===== src/rtl/qrs_rr_meter.sv =====
// ECG beat analyser: slope/threshold R-peak FSM with QRS width, R-R interval
// and exponential R-R average, all advancing only on accepted samples.
module qrs_rr_meter #(
  parameter int DW       = 8,
  parameter int CW       = 16,
  parameter int SLOPE_TH = 4,
  parameter int QRS_MAX  = 50,
  parameter int REFRACT  = 50,
  parameter int AVG_LOG2 = 3
) (
  input  logic          clk,
  input  logic          rst,
  input  logic          s_valid,
  input  logic [DW-1:0] s_data,
  input  logic [DW-1:0] th,
  output logic          r_peak,
  output logic          rr_valid,
  output logic [CW-1:0] rr_int,
  output logic [CW-1:0] rr_avg,
  output logic          qrs_valid,
  output logic [CW-1:0] qrs_width,
  output logic          qrs_err,
  output logic          timeout
);

  localparam logic [1:0] S_IDLE = 2'd0;
  localparam logic [1:0] S_UP   = 2'd1;
  localparam logic [1:0] S_DOWN = 2'd2;
  localparam logic [1:0] S_REFR = 2'd3;

  localparam logic [CW-1:0] ONE     = CW'(1);
  localparam logic [CW-1:0] CNT_MAX = '1;
  localparam logic [CW-1:0] QMAX    = CW'(QRS_MAX);
  localparam logic [CW-1:0] RMAX    = CW'(REFRACT);
  localparam logic signed [DW:0] SLOPE_P = (DW+1)'(SLOPE_TH);
  localparam logic signed [DW:0] SLOPE_N = -SLOPE_P;
  localparam logic signed [DW:0] ZERO    = '0;

  logic [1:0]        state, nstate;
  logic [DW-1:0]     prev;
  logic              first;
  logic [CW-1:0]     w, w_n, w_inc;
  logic [CW-1:0]     rc, rc_n;
  logic [CW-1:0]     rr_cnt, cnt_inc;
  logic              armed, has_avg;
  logic              peak, qv, qe_n;
  logic [CW-1:0]     qw_n;
  logic signed [DW:0] d;
  logic signed [CW:0] avg_diff, avg_step, avg_sum;
  logic [CW-1:0]     avg_next;

  assign d        = $signed({1'b0, s_data}) - $signed({1'b0, prev});
  assign w_inc    = w + ONE;
  assign cnt_inc  = (rr_cnt == CNT_MAX) ? rr_cnt : rr_cnt + ONE;
  // Arithmetic shift of the signed difference floors toward minus infinity.
  assign avg_diff = $signed({1'b0, cnt_inc}) - $signed({1'b0, rr_avg});
  assign avg_step = avg_diff >>> AVG_LOG2;
  assign avg_sum  = $signed({1'b0, rr_avg}) + avg_step;
  assign avg_next = avg_sum[CW-1:0];

  always_comb begin
    nstate = state;
    w_n    = w;
    rc_n   = rc;
    peak   = 1'b0;
    qv     = 1'b0;
    qw_n   = qrs_width;
    qe_n   = qrs_err;
    if (first) begin
      nstate = state;
    end else begin
      case (state)
        S_IDLE: begin
          if (d > SLOPE_P) begin
            w_n    = ONE;
            nstate = S_UP;
          end else begin
            nstate = S_IDLE;
          end
        end
        S_UP: begin
          w_n = w_inc;
          if (d <= ZERO) begin
            if (prev >= th) begin
              peak   = 1'b1;
              nstate = S_DOWN;
            end else begin
              nstate = S_IDLE;
            end
          end else if (w_inc >= QMAX) begin
            nstate = S_IDLE;
          end else begin
            nstate = S_UP;
          end
        end
        S_DOWN: begin
          w_n = w_inc;
          if (d >= SLOPE_N) begin
            qv     = 1'b1;
            qw_n   = w_inc;
            qe_n   = 1'b0;
            rc_n   = '0;
            nstate = S_REFR;
          end else if (w_inc >= QMAX) begin
            qv     = 1'b1;
            qw_n   = QMAX;
            qe_n   = 1'b1;
            rc_n   = '0;
            nstate = S_REFR;
          end else begin
            nstate = S_DOWN;
          end
        end
        S_REFR: begin
          rc_n = rc + ONE;
          if (rc_n >= RMAX) begin
            nstate = S_IDLE;
          end else begin
            nstate = S_REFR;
          end
        end
        default: nstate = S_IDLE;
      endcase
    end
  end

  // Pulses default low every cycle; all state moves only on accepted samples.
  always_ff @(posedge clk) begin
    if (rst) begin
      state     <= S_IDLE;
      prev      <= '0;
      first     <= 1'b1;
      w         <= '0;
      rc        <= '0;
      rr_cnt    <= '0;
      armed     <= 1'b0;
      has_avg   <= 1'b0;
      r_peak    <= 1'b0;
      rr_valid  <= 1'b0;
      rr_int    <= '0;
      rr_avg    <= '0;
      qrs_valid <= 1'b0;
      qrs_width <= '0;
      qrs_err   <= 1'b0;
      timeout   <= 1'b0;
    end else begin
      r_peak    <= 1'b0;
      rr_valid  <= 1'b0;
      qrs_valid <= 1'b0;
      if (s_valid) begin
        prev      <= s_data;
        first     <= 1'b0;
        state     <= nstate;
        w         <= w_n;
        rc        <= rc_n;
        r_peak    <= peak;
        qrs_valid <= qv;
        qrs_width <= qw_n;
        qrs_err   <= qe_n;
        if (peak) begin
          rr_cnt  <= '0;
          timeout <= 1'b0;
          armed   <= 1'b1;
          // The first detection only arms the interval counter.
          if (armed) begin
            rr_valid <= 1'b1;
            rr_int   <= cnt_inc;
            rr_avg   <= has_avg ? avg_next : cnt_inc;
            has_avg  <= 1'b1;
          end
        end else begin
          rr_cnt  <= cnt_inc;
          timeout <= (cnt_inc == CNT_MAX);
        end
      end
    end
  end

endmodule


===== config.mk =====
export PLATFORM = sky130hd
export DESIGN_NAME = qrs_rr_meter
export DESIGN_NICKNAME = d
export VERILOG_FILES = /design/src/rtl/qrs_rr_meter.sv
export SDC_FILE = /design/constraint.sdc
export NUM_CORES = 1
export LEC_CHECK = 0
export BUFFER_PORTS_ARGS = -buffer_cell sky130_fd_sc_hd__buf_4
export CORE_MARGIN = 4
export CORE_UTILIZATION = 55
export DETAILED_ROUTE_END_ITERATION = 6
export PLACE_DENSITY = 0.78
export RECOVER_POWER = 25
export SYNTH_ARGS = -nofsm -noshare
export SYNTH_HDL_FRONTEND = slang
export SYNTH_SLANG_ARGS = --single-unit

===== constraint.sdc =====
create_clock -name clk -period 4.9 [get_ports clk]
set_input_delay 0.98 -clock clk [delete_from_list [all_inputs] [get_ports clk]]
set_output_delay 0.98 -clock clk [all_outputs]
set_load 0.01 [all_outputs]

**Yosys cells after proc, flatten, opt, wreduce, memory -nomap -nowiden**

Index checks and enable logic that the tools add are counted.

- $add $sub $neg: 6
- $lt $le $gt $ge: 6
- Equality and inequality tests: 7
- Multiplexer cells: 28
- Bitwise operators: 4
- Reduce and logical (&&, ||, !) cells: 14

Operators with widths:

| kind | number |
|---|---|
| $mux W16 | 8 |
| $pmux W16 S2 | 2 |
| $add A16 B1 Y16 const B | 3 |
| $eq A16 B16 Y1 const B | 2 |
| $ge A16 B6 Y1 const B | 2 |
| $sub A16 B16 Y17 | 1 |
| $add A16 B14 Y16 | 1 |
| $mux W1 | 14 |
| $reduce_and A4 Y1 | 3 |
| $ge A9 B3 Y1 const B | 1 |
| $gt A9 B4 Y1 const B | 1 |
| $le A9 B1 Y1 const B | 1 |
| $sub A8 B8 Y9 | 1 |
| $ge A8 B8 Y1 | 1 |
| $pmux W2 S4 | 1 |
| $mux W2 | 3 |
| $reduce_bool A2 Y1 | 3 |
| $eq A2 B2 Y1 const B | 2 |
| $not A1 Y1 | 4 |
| $reduce_and A2 Y1 | 2 |
| $reduce_or A2 Y1 | 2 |
| $reduce_or A4 Y1 | 1 |
| $ne A3 B3 Y1 const B | 1 |
| $reduce_and A3 Y1 | 1 |
| 4 further kinds | 4 |

- Register bits: 114
- Input port bits: 19

**Longest topological paths before layout**

- Depth after elaboration: 7
- Depth in mapped cells: 29
- Depth with buffers taken out: 28

**Worst setup path before layout**

OpenSTA, ideal clock, no wires.

- Path kind: register to register
- Start point: reg rr_cnt[0]
- End point: reg rr_avg[15]
- Setup time: 0.067 ns
- Data arrival time: 5.268 ns
- Data required time: 4.833 ns
- Setup slack: -0.435 ns
- Cell stages (with the launch flop): 30
- Buffers on the path: 1
- Clock period less this slack: 5.335 ns
- Cell sequence: dfxtp_1 > ha_1 > nand3_1 > nor2_1 > and3b_1 > buf_2 > nor2_1 > xnor2_1 > inv_1 > ha_1 > a21oi_1 > nand4_1 > mux2_2 > a21boi_0 > and2_1 > nor2_1 > nor2b_1 > nor2_1 > xnor2_1 > ha_1 > o21ai_0 > o211ai_1 > a31o_2 > a21o_1 > nand3_1 > a31oi_1 > a31oi_1 > xor2_1 > mux2_2 > a21oi_2

- Longest elaborated chain between the ends: 5

Ends and longest elaborated chain:

| element | RTL line | source |
|---|---|---|
| from (decl) | 44 | `logic [CW-1:0] rr_cnt, cnt_inc;` |
| from (signal assigned) | 172 | `rr_cnt <= cnt_inc;` |
| $add A16 B1 Y16 / $eq A16 B16 Y1 (equally long branches) | 54 | `assign cnt_inc = (rr_cnt == CNT_MAX) ? rr_cnt : rr_cnt + ONE;` |
| $mux W16 * | 54 |  |
| via cnt_inc[3] | 44 |  |
| $sub A16 B16 Y17 * | 56 | `assign avg_diff = $signed({1'b0, cnt_inc}) - $signed({1'b0, rr_avg});` |
| $add A16 B14 Y16 * | 58 | `assign avg_sum = $signed({1'b0, rr_avg}) + avg_step;` |
| $mux W16 * | 168 | `rr_avg <= has_avg ? avg_next : cnt_inc;` |
| to (signal assigned) | 168 |  |
| to (decl) | 19 | `output logic [CW-1:0] rr_avg,` |

Mark *: on every way through the listed nets, which the timed path passes. The rest lies on a longest branch.
A chain may end at the register's enable or synchronous reset.

**Final worst setup path**

Ends and elaborated chain as after synthesis.

==> flow_summary.json <==
{
  "status": "finished, violations left",
  "synth_ff_type": "dfxtp_1",
  "wl_per_cell_um": 15.8,
  "cts_tree": "built",
  "p_per_area_mw_per_mm2": 269,
  "antenna_cells": 0,
  "fin_ws_ps": 2.18,
  "gp_congestion": 0.858,
  "area_delta_synth_final_pct": 23.8,
  "seq_area_frac_synth_pct": 29.4,
  "antenna_found_initial": 0,
  "final_layout_size_suffix_gt1_share_pct": 19.6,
  "crit_buf_inv": 1,
  "finalNonFillerCells": 1276,
  "overflow": 0,
  "synth_edf_count": 0,
  "synthCells": 974,
  "drc": 0,
  "finalCritPeriodShare_pct": 100,
  "slowest_delay_ps": 350,
  "num_vias": 7354,
  "cp_top_family": "compound AO/OA/AOI/OAI gates",
  "crit_type": "register to register",
  "worst_pin_slew_ps": 1490,
  "hold_class": "register to register",
  "worst_ep_required_time_ps": 5250,
  "grt_use_total_pct": 24.1,
  "vias_per_cell": 5.76,
  "ir_drop_mv": 0.208,
  "wirelength_um": 20200,
  "synth.avg_cell_area_um2": 7.97,
  "ys_top_cells_by_count": "nor2_1 (126), dfxtp_1 (114), nand2_1 (78)",
  "final-setup-viol-count": 0,
  "seqCellArea_mm2": 0.00229,
  "synth.most_common_cell": "nor2_1",
  "synth.area.top_cells": "dfxtp_1 (29%), ha_1 (9.5%), nor2_1 (6.1%)",
  "io_pins": 72,
  "grt_max_degree": 78,
  "fin_hold_ws_ps": 462,
  "p_leak_uw": 0.00375,
  "hold_viol_final": 0,
  "synth_seq_cells": 114,
  "clockRootBuffer": "clkbuf_16",
  "fmax_mhz": 204,
  "port_buffers": 71,
  "r2r_slack_ps": 2,
  "h-tree-depth": 4,
  "nNetsFinal": 1163,
  "cpMaxStageDelayCell": "dfxtp_4",
  "synth_nets": 1054,
  "place_ws_ps": -113,
  "cts_buffers": 17,
  "initial_core_util_pct": 56.1,
  "critPathMostFrequentCell": "a21o_1",
  "min_period_ps": 4900,
  "path_clk_slew_ps": 60,
  "worst-r2r-cell-count": 26,
  "crit_cells": 26,
  "critPathLaunchType": "register",
  "rsz0062_at_grt": "yes",
  "synth_top_area_share_pct": 29.4,
  "maxCapViolCount": 1,
  "fp.dieArea_mm2": 0.0161,
  "insertion_delay_ps": 430,
  "die_h_um": 127,
  "multi_input_area_mm2": 0.00528,
  "arrival_ps": 5250,
  "hold_depth": 2,
  "fillers": 1073,
  "cp-end-kind": "register",
  "hold_path_end": "timeout",
  "holdBufCountCts": 0,
  "drtAntennaViolNets": 0,
  "yosysTopAreaCell": "dfxtp_1",
  "ys_types": 76,
  "place_inst": 1219,
  "max-clock-path-buffers": 2,
  "core_area_mm2": 0.0138,
  "drt_iter0_markers": 656,
  "dp_hpwl_um": 13200,
  "slew_viol_final": 0,
  "violations": "max-capacitance violations",
  "crit_fanout": 3,
  "finalClockSkew_ps": 7.86,
  "rr_startpoint": "rr_cnt[0]",
  "setup.worst_path.start": "rr_cnt[0]",
  "grt_pass1_vias": 6777,
  "async_flop_share_pct": 0,
  "syn_area_mm2": 0.00776,
  "ys_warn_count": 0,
  "relSlewSlack_pct": 0.660,
  "grt_pass1_wl_um": 32300,
  "clkSinkCount": 114,
  "rows": 43,
  "r2r_end": "rr_avg[15]",
  "drtPass1Iterations": 6,
  "fp.dieW_um": 127,
  "min_from": "timeout"
}
==> through the flow <==
step           TNS (ps)  util [%]  power [µW]  area, µm²
4_1_cts               0      68.8        2560       9520
3_3_place_gp          0      63.1        1230       8720
3_5_place_dp       -178      63.1        1230       8720
6_report              0      69.5        2580       9610
2_1_floorplan         0         -        1170       7870
5_1_grt            -770      69.5        2670       9610
==> cell usage in the layout (no fill, tap or decap), drive strengths merged, types with 40 or more instances in the layout <==
cell and instances:
nor2 128, dfxtp 114, buf 103, nand2 79
inv 64, clkbuf 60, ha 59, a21oi 56
nand3 47, mux2i 40, o21ai 40
==> kinds of logic after synthesis <==
logic type                 after synthesis  synth area share (%)
muxes                                   44                  5.74
DFF                                    114                  29.4
adders and majority gates               61                  10.0
AOI/OAI and AO/OA                      220                  19.7
and+or+nand+nor                        366                  22.7
xor gates and xnor gates                55                  6.21
buffers and inverters                  114                  6.21
==> worst register-to-register path, cell delays in order (launching register included) <==
cell and delay [ps]:
dfxtp_4 350, ha_4 170, nand3_4 100, nor2_4 50, and3b_2 240, nor3b_4 190, nand2_1 90, xor2_1 210
inv_1 120, ha_4 230, a21o_1 170, a21o_1 190, a21o_1 200, nand2b_4 150, a21oi_2 160, xnor2_2 140
ha_1 280, a21oi_2 200, o211ai_1 150, a31o_2 280, a21o_1 190, nand3_2 90, a31oi_4 90, a31oi_1 180
xor2_1 200, mux2_4 320, a21oi_2 100
==> registers in the layout, indices dropped and copies added, names as in the netlist <==
register	count
qrs_err	1
rr_avg	16
qrs_width	16
timeout	1
has_avg	1
armed	1
rr_cnt	16
first	1
qrs_valid	1
state	2
prev	8
rr_valid	1
rr_int	16
r_peak	1
rc	16
w	16
==> repair_timing <==
item	4_1_cts	5_1_grt
buffers inserted	16	9
pin swaps	18	32
setup endpoints to repair	4	9
gates resized for setup	17	34
==> worst max-delay path by stage <==
stage               slack, ps         end
floorplan                 0.2  rr_avg[15]
global placement           20  rr_avg[15]
detailed placement       -110  rr_avg[15]
CTS                         2  rr_avg[15]
global route             -200  rr_avg[15]
finish                      2  rr_avg[15]
==> report_power, final <==
part	internal [µW]	leakage [µW]	switching, µW
logic	148	0.00253	179
clock network	866	0.000295	449
registers	935	0.000924	7.68
==> metal layers <==
layer	track usage, %	vias to the layer above	share of wire [%]
met2	37.4	237	46
met5	0	-	0
met4	9.59	0	2.6
met3	5.22	47	6.2
met1	32.6	3400	45
li1	-	3670	-
==> area by class of cell <==
cell class | count | share of cell area (%)
Timing Repair Buffer | 139 | 9.82
Inverter | 65 | 2.54
Clock inverter | 8 | 1.30
Sequential cell | 114 | 23.9
Multi-Input combinational cell | 746 | 54.9
Tap cell | 180 | 2.34
Clock buffer | 24 | 5.22
Note: power is estimated with default switching activity, not from simulation.
